[config.mk]
export PLATFORM = sky130hd
export DESIGN_NAME = ddr_rx_deser_ctrl
export DESIGN_NICKNAME = d
export VERILOG_FILES = /design/src/rtl/ddr_rx_deser_ctrl.sv
export SDC_FILE = /design/constraint.sdc
export NUM_CORES = 1
export LEC_CHECK = 0
export BUFFER_PORTS_ARGS = -buffer_cell sky130_fd_sc_hd__clkbuf_2
export CAP_MARGIN = 40
export CELL_PAD_IN_SITES_DETAIL_PLACEMENT = 1
export CELL_PAD_IN_SITES_GLOBAL_PLACEMENT = 1
export CORE_UTILIZATION = 33
export CTS_CLUSTER_DIAMETER = 120
export CTS_CLUSTER_SIZE = 30
export DETAILED_ROUTE_END_ITERATION = 10
export GPL_TIMING_DRIVEN = 0
export PLACE_DENSITY = 0.68
export SLEW_MARGIN = 20
export SYNTH_ARGS = -nofsm -noshare
export SYNTH_HDL_FRONTEND = slang
export SYNTH_SLANG_ARGS = --single-unit
export TNS_END_PERCENT = 10
[constraint.sdc]
create_clock -name clk -period 3.2 [get_ports clk]
set_input_delay 0.96 -clock clk [delete_from_list [all_inputs] [get_ports clk]]
set_output_delay 0.96 -clock clk [all_outputs]
set_load 0.1 [all_outputs]
[src/rtl/ddr_rx_deser_ctrl.sv]
// ddr_rx_deser_ctrl: deserialises a 2-bit DDR stream into DATA_WIDTH-bit words.
// A training pattern is searched at bit offsets 0 and 1. Once it has been seen
// LOCK_COUNT times in a row at a fixed word boundary, the receiver locks and
// pushes every following word into a 2-entry output FIFO.
// Optional feature: define DDR_RX_DESER_STATS_EN to add the word_cnt output,
// which counts accepted transfers.
// state_dbg encoding: 0 = IDLE, 1 = TRAIN, 2 = LOCKED.
// Handshake: data_vld is high while the FIFO holds a word and data_out shows
// the head entry. A word is transferred on every rising edge where
// data_vld & data_rd are both high. data_out does not change while data_vld=1
// and data_rd=0.
module ddr_rx_deser_ctrl #(
  parameter int                    DATA_WIDTH    = 8,
  parameter logic [DATA_WIDTH-1:0] TRAIN_PATTERN = 8'hA5,
  parameter int                    LOCK_COUNT    = 4
) (
  input  logic                  clk,
  input  logic                  rst,
  input  logic [1:0]            ddr_in,
  input  logic                  train_req,
  output logic                  locked,
  output logic [DATA_WIDTH-1:0] data_out,
  output logic                  data_vld,
  input  logic                  data_rd,
  output logic                  overflow,
`ifdef DDR_RX_DESER_STATS_EN
  output logic [15:0]           word_cnt,
`endif
  output logic [1:0]            state_dbg
);

  localparam int HALF = DATA_WIDTH / 2;
  localparam int PW   = (HALF > 1) ? $clog2(HALF) : 1;

  typedef enum logic [1:0] {
    S_IDLE   = 2'd0,
    S_TRAIN  = 2'd1,
    S_LOCKED = 2'd2
  } state_t;

  state_t                  state, state_n;
  logic                    searching, searching_n;
  logic                    offset, offset_n;
  logic [3:0]              hit_cnt, hit_n;
  logic [PW-1:0]           phase, phase_n;
  logic [2*DATA_WIDTH-1:0] sr;
  logic                    write_due;

  logic [DATA_WIDTH-1:0]   mem [2];
  logic                    wr_ptr, rd_ptr;
  logic [1:0]              count;
  logic                    pop, do_write;

  logic [DATA_WIDTH-1:0]   w0, w1, word_sel;
  logic                    wrap, w0_hit, w1_hit;

  // Only the lower W+1 bits form candidate words; the upper part is history.
  logic                    unused_sr_msbs;
  assign unused_sr_msbs = ^sr[2*DATA_WIDTH-1:DATA_WIDTH+1];

  assign w0       = sr[DATA_WIDTH-1:0];
  assign w1       = sr[DATA_WIDTH:1];
  assign word_sel = offset ? w1 : w0;
  assign w0_hit   = (w0 == TRAIN_PATTERN);
  assign w1_hit   = (w1 == TRAIN_PATTERN);
  assign wrap     = (phase == PW'(HALF - 1));

  assign data_vld  = (count != 2'd0);
  assign data_out  = data_vld ? mem[rd_ptr] : '0;
  assign locked    = (state == S_LOCKED);
  assign state_dbg = state;
  assign pop       = data_vld & data_rd;
  assign do_write  = write_due & ((count < 2'd2) | pop);

  // Shift register: two new bits per cycle, newest at the LSB.
  always_ff @(posedge clk) begin
    if (rst) sr <= '0;
    else     sr <= {sr[2*DATA_WIDTH-3:0], ddr_in[1], ddr_in[0]};
  end

  // Alignment FSM: next state, search/verify bookkeeping and write request.
  always_comb begin
    state_n     = state;
    searching_n = searching;
    offset_n    = offset;
    hit_n       = hit_cnt;
    phase_n     = wrap ? '0 : phase + PW'(1);
    write_due   = 1'b0;
    case (state)
      S_IDLE: begin
        if (train_req) begin
          state_n     = S_TRAIN;
          searching_n = 1'b1;
          hit_n       = 4'd0;
          phase_n     = '0;
        end
      end
      S_TRAIN: begin
        if (train_req) begin
          searching_n = 1'b1;
          hit_n       = 4'd0;
          phase_n     = '0;
        end else if (searching) begin
          if (w0_hit || w1_hit) begin
            offset_n    = ~w0_hit;
            hit_n       = 4'd1;
            phase_n     = '0;
            searching_n = 1'b0;
            if (LOCK_COUNT == 1) state_n = S_LOCKED;
          end
        end else if (wrap) begin
          if (word_sel == TRAIN_PATTERN) begin
            hit_n = hit_cnt + 4'd1;
            if (hit_cnt + 4'd1 == 4'(LOCK_COUNT)) state_n = S_LOCKED;
          end else begin
            hit_n       = 4'd0;
            searching_n = 1'b1;
          end
        end
      end
      S_LOCKED: begin
        if (train_req) begin
          state_n     = S_TRAIN;
          searching_n = 1'b1;
          hit_n       = 4'd0;
          phase_n     = '0;
        end else if (wrap) begin
          write_due = 1'b1;
        end
      end
      default: begin
        state_n = S_IDLE;
      end
    endcase
  end

  // FSM state and alignment registers.
  always_ff @(posedge clk) begin
    if (rst) begin
      state     <= S_IDLE;
      searching <= 1'b1;
      offset    <= 1'b0;
      hit_cnt   <= 4'd0;
      phase     <= '0;
    end else begin
      state     <= state_n;
      searching <= searching_n;
      offset    <= offset_n;
      hit_cnt   <= hit_n;
      phase     <= phase_n;
    end
  end

  // Output FIFO; a retrain flush takes priority over any write or pop.
  always_ff @(posedge clk) begin
    if (rst) begin
      wr_ptr   <= 1'b0;
      rd_ptr   <= 1'b0;
      count    <= 2'd0;
      overflow <= 1'b0;
    end else if (train_req) begin
      wr_ptr   <= 1'b0;
      rd_ptr   <= 1'b0;
      count    <= 2'd0;
      overflow <= 1'b0;
    end else begin
      if (pop) rd_ptr <= ~rd_ptr;
      if (do_write) begin
        mem[wr_ptr] <= word_sel;
        wr_ptr      <= ~wr_ptr;
      end
      count <= count + {1'b0, do_write} - {1'b0, pop};
      if (write_due && !do_write) overflow <= 1'b1;
    end
  end

`ifdef DDR_RX_DESER_STATS_EN
  // Saturating count of accepted transfers.
  always_ff @(posedge clk) begin
    if (rst || train_req)              word_cnt <= 16'd0;
    else if (pop && word_cnt != 16'hFFFF) word_cnt <= word_cnt + 16'd1;
  end
`endif

endmodule

==> qor.csv, run 1 <==
metric,value,unit
maxCapViolCount,0,
crit_path_max_fanout,8,
n_antenna_cell,0,
grt_usage,0.135,
place_inst,254,
drt_iter0_markers,39,
r2r-start,count[0],
synth_compound_area_frac,0.0983,
vdd_drop_max,0.236,mV
worstPathArrival,1.81,ns
postCtsSetupBuffers,0,
vias_per_cell,4.91,
drive_gt1_frac,0.214,
max_stage_delay,0.47,ns
synth_cell_type_count,40,
drcViolationCount,0,
io_pins,19,
totalWireLength,3.60,mm
min_period,2.77,ns
yosys.area.top_type_share,0.275,
yosysTopAreaCell,dfxtp_1,
cts_sinks,41,
end_kind,output port,
fp.dieH,76.3,µm
synth_area_leaders,"dfxtp_1 27%, edfxtp_1 26%, mux2_2 4.9%",
die_w,76.3,µm
synthToLayoutAreaGrowth,18.3,%
layout_common_cells,"25 x dfxtp_1, 18 x clkbuf_2, 16 x nor2_1, 16 x edfxtp_1, 12 x nor2b_1",
finalHoldViolations,0,
synth_simple_gate_area_frac,0.192,
utilization,0.414,
crit_chain,clkbuf_1 -> mux2i_1 -> nor2_1 -> clkbuf_2,
clock_latency,0.29,ns
cts_made_buffers,5,
rr_endpoint,count[1],
ctsHoldBuffers,0,
holdCritPathClass,reg -> reg,
post_drt_wl_per_cell,13.7,µm
place_hpwl,2.76,mm
initial_core_util,0.350,
clk_pin_slew_worst_paths,0.08,ns
worst_pin_slew,0.669,ns
io_buffers,18,
ys_seq_elements,41,
fin_crit_sh,0.864,
instances_no_fill,262,
grt_pass1_wl,6.18,mm
die_area,5820,µm²
finalSetupTns,0,ns
grt_pass1_vias,1318,
dr.pass1.iters,4,
syn_area,1820,µm²
synthMuxAreaShare,0.0935,
rsz0062_at_grt,no,
slowest_stage,clkbuf_2,
r2r_cells,8,
crit_type,reg -> out,
finalClockSkew,0.00658,ns
r2r_setup_slack,1.09,ns
post_cts_resized,0,
cts_buffer_depth,2,
status,finished clean,
syn_nets,175,
ant_nets,0,
final_nets,202,
critPathLaunchType,register,
avgSynthCellArea,11.1,µm²
h-tree-depth,2,
grt_overflow,0,
relSlewSlack,0.553,
finalMaxSlewViolations,0,
power_density,513,nW/µm²
clock-root-buffer,clkbuf_8,
rows,26,
synth_warnings,0,
fmax,0.362,GHz
gp_congestion,0.798,
grt_max_degree,15,
seq_area_frac_synth,0.539,
crit_end,data_out[1],
synthXorXnorAreaFrac,0.0192,
required,2.24,ns
synth_top_family_by_area,simple AND/OR/NAND/NOR gates,
synth-adder-area-share,0.0344,
final_common_cell,dfxtp_1,
core,5200,µm²
cts_tree,built,
antenna_found_initial,0,
synthCells,164,
fillCellCount,595,
p_leak,0.804,nW
dr_total_vias,1286,
final-setup-viol-count,0,
==> through the flow <==
stage / hold slack [ns] / cell area [µm²] / setup WS (ns) / power (mW)
5_1_grt: 0.449 / 2150 / 0.285 / 1.14
3_3_place_gp: 0.418 / 2010 / 0.210 / 0.613
6_report: 0.431 / 2150 / 0.435 / 1.10
4_1_cts: 0.436 / 2150 / 0.376 / 1.11
3_5_place_dp: 0.424 / 2020 / 0.360 / 0.615
2_1_floorplan: 0.407 / 1830 / 0.130 / 0.600
==> per-layer routing <==
layer / up-vias / routed length, µm / global-route usage
li1: 644 / - / -
met1: 621 / 1710 / 0.169
met2: 17 / 1750 / 0.221
met3: 4 / 108 / 0.0359
met4: 0 / 31 / 0.0519
met5: - / 0 / 0
==> worst min path at each step <==
stage,startpoint,end,slack [ns],cells after the start
2_1_floorplan,phase[0],phase[0],0.41,1
3_3_place_gp,phase[0],phase[0],0.42,1
3_5_place_dp,phase[0],phase[0],0.42,1
4_1_cts,phase[0],phase[0],0.44,1
5_1_grt,phase[0],phase[0],0.45,1
6_report,phase[0],phase[0],0.43,1
==> kinds of logic (layout without fill, tap and decap cells) <==
kind of cell	count (synthesis)	after routing
AND/OR/NAND/NOR	61	61
buffers and inverters	11	39
multiplexers	16	16
flip-flops	41	41
adder cells (fa/ha/maj)	5	5
XOR/XNOR	4	4
AO/OA/AOI/OAI	26	26
==> worst max-delay path, delay by kind of cell, from the launching register on <==
family / cells / cell delay (ns)
buffers and inverters: 2 / 0.90
DFF: 1 / 0.31
muxes: 1 / 0.16
and+or+nand+nor: 1 / 0.13
==> registers in the layout, summed over array words and instances (netlist names), named ones only <==
signal,count
phase,2
wr_ptr,1
mem,16
count,2
sr,9
hit_cnt,4
offset,1
rd_ptr,1
overflow,1
searching,1
state_dbg,2
==> synthesized netlist by cell type, drive strengths merged <==
| cell | number |
|---|---|
| dfxtp | 25 |
| nor2 | 17 |
| edfxtp | 16 |
| nor2b | 13 |
| mux2 | 8 |
| mux2i | 8 |
| nor3 | 7 |
| inv | 6 |
| o21ai | 6 |
| a21oi | 5 |
| ha | 5 |
| nand2 | 4 |
| nand4bb | 4 |
| clkbuf | 3 |
| nand3 | 3 |
| nor3b | 3 |
| o21a | 3 |
| a2111oi | 2 |
| a21o | 2 |
| and2 | 2 |
| buf | 2 |
| nand2b | 2 |
| nand3b | 2 |
| o31a | 2 |
| xnor2 | 2 |
| xor2 | 2 |
| a211oi | 1 |
| a31o | 1 |
| a31oi | 1 |
| and3 | 1 |
| nor4 | 1 |
| o2111ai | 1 |
| o211ai | 1 |
| o2bb2ai | 1 |
| or2 | 1 |
| or3 | 1 |
==> power breakdown <==
group	leakage (nW)	internal, mW	switching [mW]
sequential	0.331	0.547	0.00696
clock	0.0687	0.314	0.187
combinational	0.404	0.0179	0.0310
total	0.804	0.879	0.225
==> layout make-up <==
| class | instances | area, µm² | share of cell area |
|---|---|---|---|
| Multi-Input combinational cell | 112 | 805 | 0.374 |
| Clock buffer | 5 | 68.8 | 0.0320 |
| Timing Repair Buffer | 20 | 100 | 0.0465 |
| Tap cell | 70 | 87.6 | 0.0407 |
| Clock inverter | 3 | 68.8 | 0.0320 |
| Sequential cell | 41 | 981 | 0.456 |
| Buffer | 5 | 20.0 | 0.00930 |
| Inverter | 6 | 22.5 | 0.0105 |
Power figures use the tool's default switching activity.
==> run 2: changes to the inputs <==
CELL_PAD_IN_SITES_DETAIL_PLACEMENT = 2   (was 1)
CELL_PAD_IN_SITES_GLOBAL_PLACEMENT = 2   (was 1)
CORE_UTILIZATION = 37   (was 33)
PLACE_DENSITY = 0.85   (was 0.68)
==> qor.csv, run 2 (synthesis gave the netlist of run 1 again) <==
metric,value,unit,change
status,finished clean,,unchanged
slowest_stage,clkbuf_2,,unchanged
dr_total_vias,1312,,was 1286
switching_share,0.233,,was 0.204
finalWorstSetupSlack,0.438,ns,was 0.435 ns
clk_pin_slew_worst_paths,0.08,ns,about the same
crit_chain,clkbuf_1 -> mux2i_1 -> nor2_1 -> clkbuf_2,,unchanged
fillCellCount,499,,was 595
p_leak,0.779,nW,was 0.804 nW
rsz0062_at_grt,no,,unchanged
seqCellArea,981,µm²,unchanged
final-setup-viol-count,0,,unchanged
reg.largest.list,"mem: 16 flops, sr: 9 flops, hit_cnt: 4 flops",,unchanged
place_hpwl,3.29,mm,was 2.76 mm
combinationalPowerShare,0.053,,was 0.044
finalSetupTns,0,ns,unchanged
final_common_cell,dfxtp_1,,unchanged
grt_max_degree,14,,was 15
clock-root-buffer,clkbuf_8,,unchanged
crit_type,reg -> out,,unchanged
fp.dieH,72.1,µm,was 76.3 µm
io_buffers,18,,unchanged
totalWireLength,4.44,mm,was 3.60 mm
synthToLayoutAreaGrowth,15.7,%,was 18.3%
multi_input_area,805,µm²,unchanged
grt_pass1_wl,7.31,mm,was 6.18 mm
r2r-start,phase[0],,was count[0]
whs,0.447,ns,was 0.431 ns
cts_made_buffers,5,,unchanged
power_switching,225,µW,about the same
post_drt_wl_per_cell,17.1,µm,was 13.7 µm
vias_per_cell,5.07,,was 4.91
end_kind,output port,,unchanged
p_seq_frac,0.576,,was 0.502
vdd_drop_max,0.250,mV,was 0.236 mV
hold_path_end,phase[0],,unchanged
relSlewSlack,0.553,,about the same
crit_buf_inv,2,,unchanged
grt_overflow,0,,unchanged
cts_tree,built,,unchanged
layout_common_cells,"25 x dfxtp_1, 18 x clkbuf_2, 16 x nor2_1, 16 x edfxtp_1, 12 x nor2b_1",,unchanged
hold_depth,1,,unchanged
fin_crit_sh,0.863,,was 0.864
preCtsSetupSlack,0.363,ns,was 0.360 ns
power_density,458,nW/µm²,was 513 nW/µm²
power,965,µW,was 1.10 mW
grt_pass1_vias,1441,,was 1318
r2r_setup_slack,1.14,ns,was 1.09 ns
antenna_found_initial,0,,unchanged
postCtsSetupBuffers,0,,unchanged
h-tree-depth,2,,unchanged
io_pins,19,,unchanged
die_area,5200,µm²,was 5820 µm²
holdCritPathClass,reg -> reg,,unchanged
drive_gt1_frac,0.208,,was 0.214
post_cts_resized,0,,unchanged
power.clock.fraction,0.371,,was 0.454
cts_buffer_depth,2,,unchanged
p_int,740,µW,was 879 µW
dr.pass1.iters,4,,unchanged
critPathLaunchType,register,,unchanged
rows,25,,was 26
n_antenna_cell,0,,unchanged
ctsHoldBuffers,0,,unchanged
rr_endpoint,mem[0][5],,was count[1]
initial_core_util,0.385,,was 0.350
r2r_cells,4,,was 8
drt_iter0_markers,37,,was 39
min_period,2.76,ns,was 2.77 ns
fmax,0.362,GHz,about the same
ant_nets,0,,unchanged
required,2.24,ns,about the same
largest_reg_flops,16,,unchanged
clock_latency,0.30,ns,was 0.29 ns
gp_congestion,0.853,,was 0.798
die_w,72.1,µm,was 76.3 µm
core,4720,µm²,was 5200 µm²
worst_pin_slew,0.666,ns,was 0.669 ns
cp_top_family,buffers and inverters,,unchanged
cts_sinks,41,,unchanged
finalClockSkew,0.00490,ns,was 0.00658 ns
worstPathArrival,1.80,ns,was 1.81 ns
maxCapViolCount,0,,unchanged
max_stage_delay,0.46,ns,was 0.47 ns
largest-register,mem,,unchanged
holdCritStartpoint,phase[0],,unchanged
drcViolationCount,0,,unchanged
finalHoldViolations,0,,unchanged
finalMaxSlewViolations,0,,unchanged
grt_usage,0.190,,was 0.135
crit_path_max_fanout,8,,unchanged
final_nets,202,,unchanged
## run 2: cell types whose count changed in the layout (fill, tap and decap cells not counted)
cell	delta
bufinv_16	-2
inv_6	-1
clkinvlp_4	+1
clkbuf_1	+1
clkbuf_8	+1
## run 2: worst max path at each step
stage / to / slack (ns) / depth (start not counted)
global placement: mem[1][7] / 0.20 / 5
global route: data_out[2] / 0.31 / 4
finish: data_out[0] / 0.44 / 4
floorplan: mem[1][0] / 0.13 / 3
CTS: data_out[0] / 0.39 / 4
detailed placement: mem[0][5] / 0.36 / 6
## run 2: power groups by stage
stage          clock, mW  sequential (mW)  combinational, mW
6_report           0.358            0.556             0.0510
5_1_grt            0.388            0.557             0.0559
4_1_cts            0.365            0.556             0.0517
3_5_place_dp           0            0.567             0.0512
3_3_place_gp           0            0.566             0.0473
2_1_floorplan          0            0.572             0.0280
## run 2: stage by stage
step	utilization	cell area, µm²	std cells
4_1_cts	0.446	2110	259
5_1_grt	0.446	2110	259
3_5_place_dp	0.426	2010	251
6_report	0.446	2110	259
3_3_place_gp	0.424	2000	249
2_1_floorplan	-	1830	164
## run 2: routing by layer
layer	GRT usage	vias to the layer above	share of wire
met3	0.0458	8	0.026
met2	0.341	20	0.52
met1	0.221	644	0.44
li1	-	640	-
met5	0	-	0
met4	0.0654	0	0.017
## run 2: final cells by class
type                    count  share of cell area
flip-flops and latches     41               0.466
multi-input cells         112               0.382
repair buffers             20              0.0475
clock buffers               7              0.0410
well taps                  67              0.0398
inverters                   6              0.0107
plain buffers               5             0.00951
clock inverters             1             0.00357
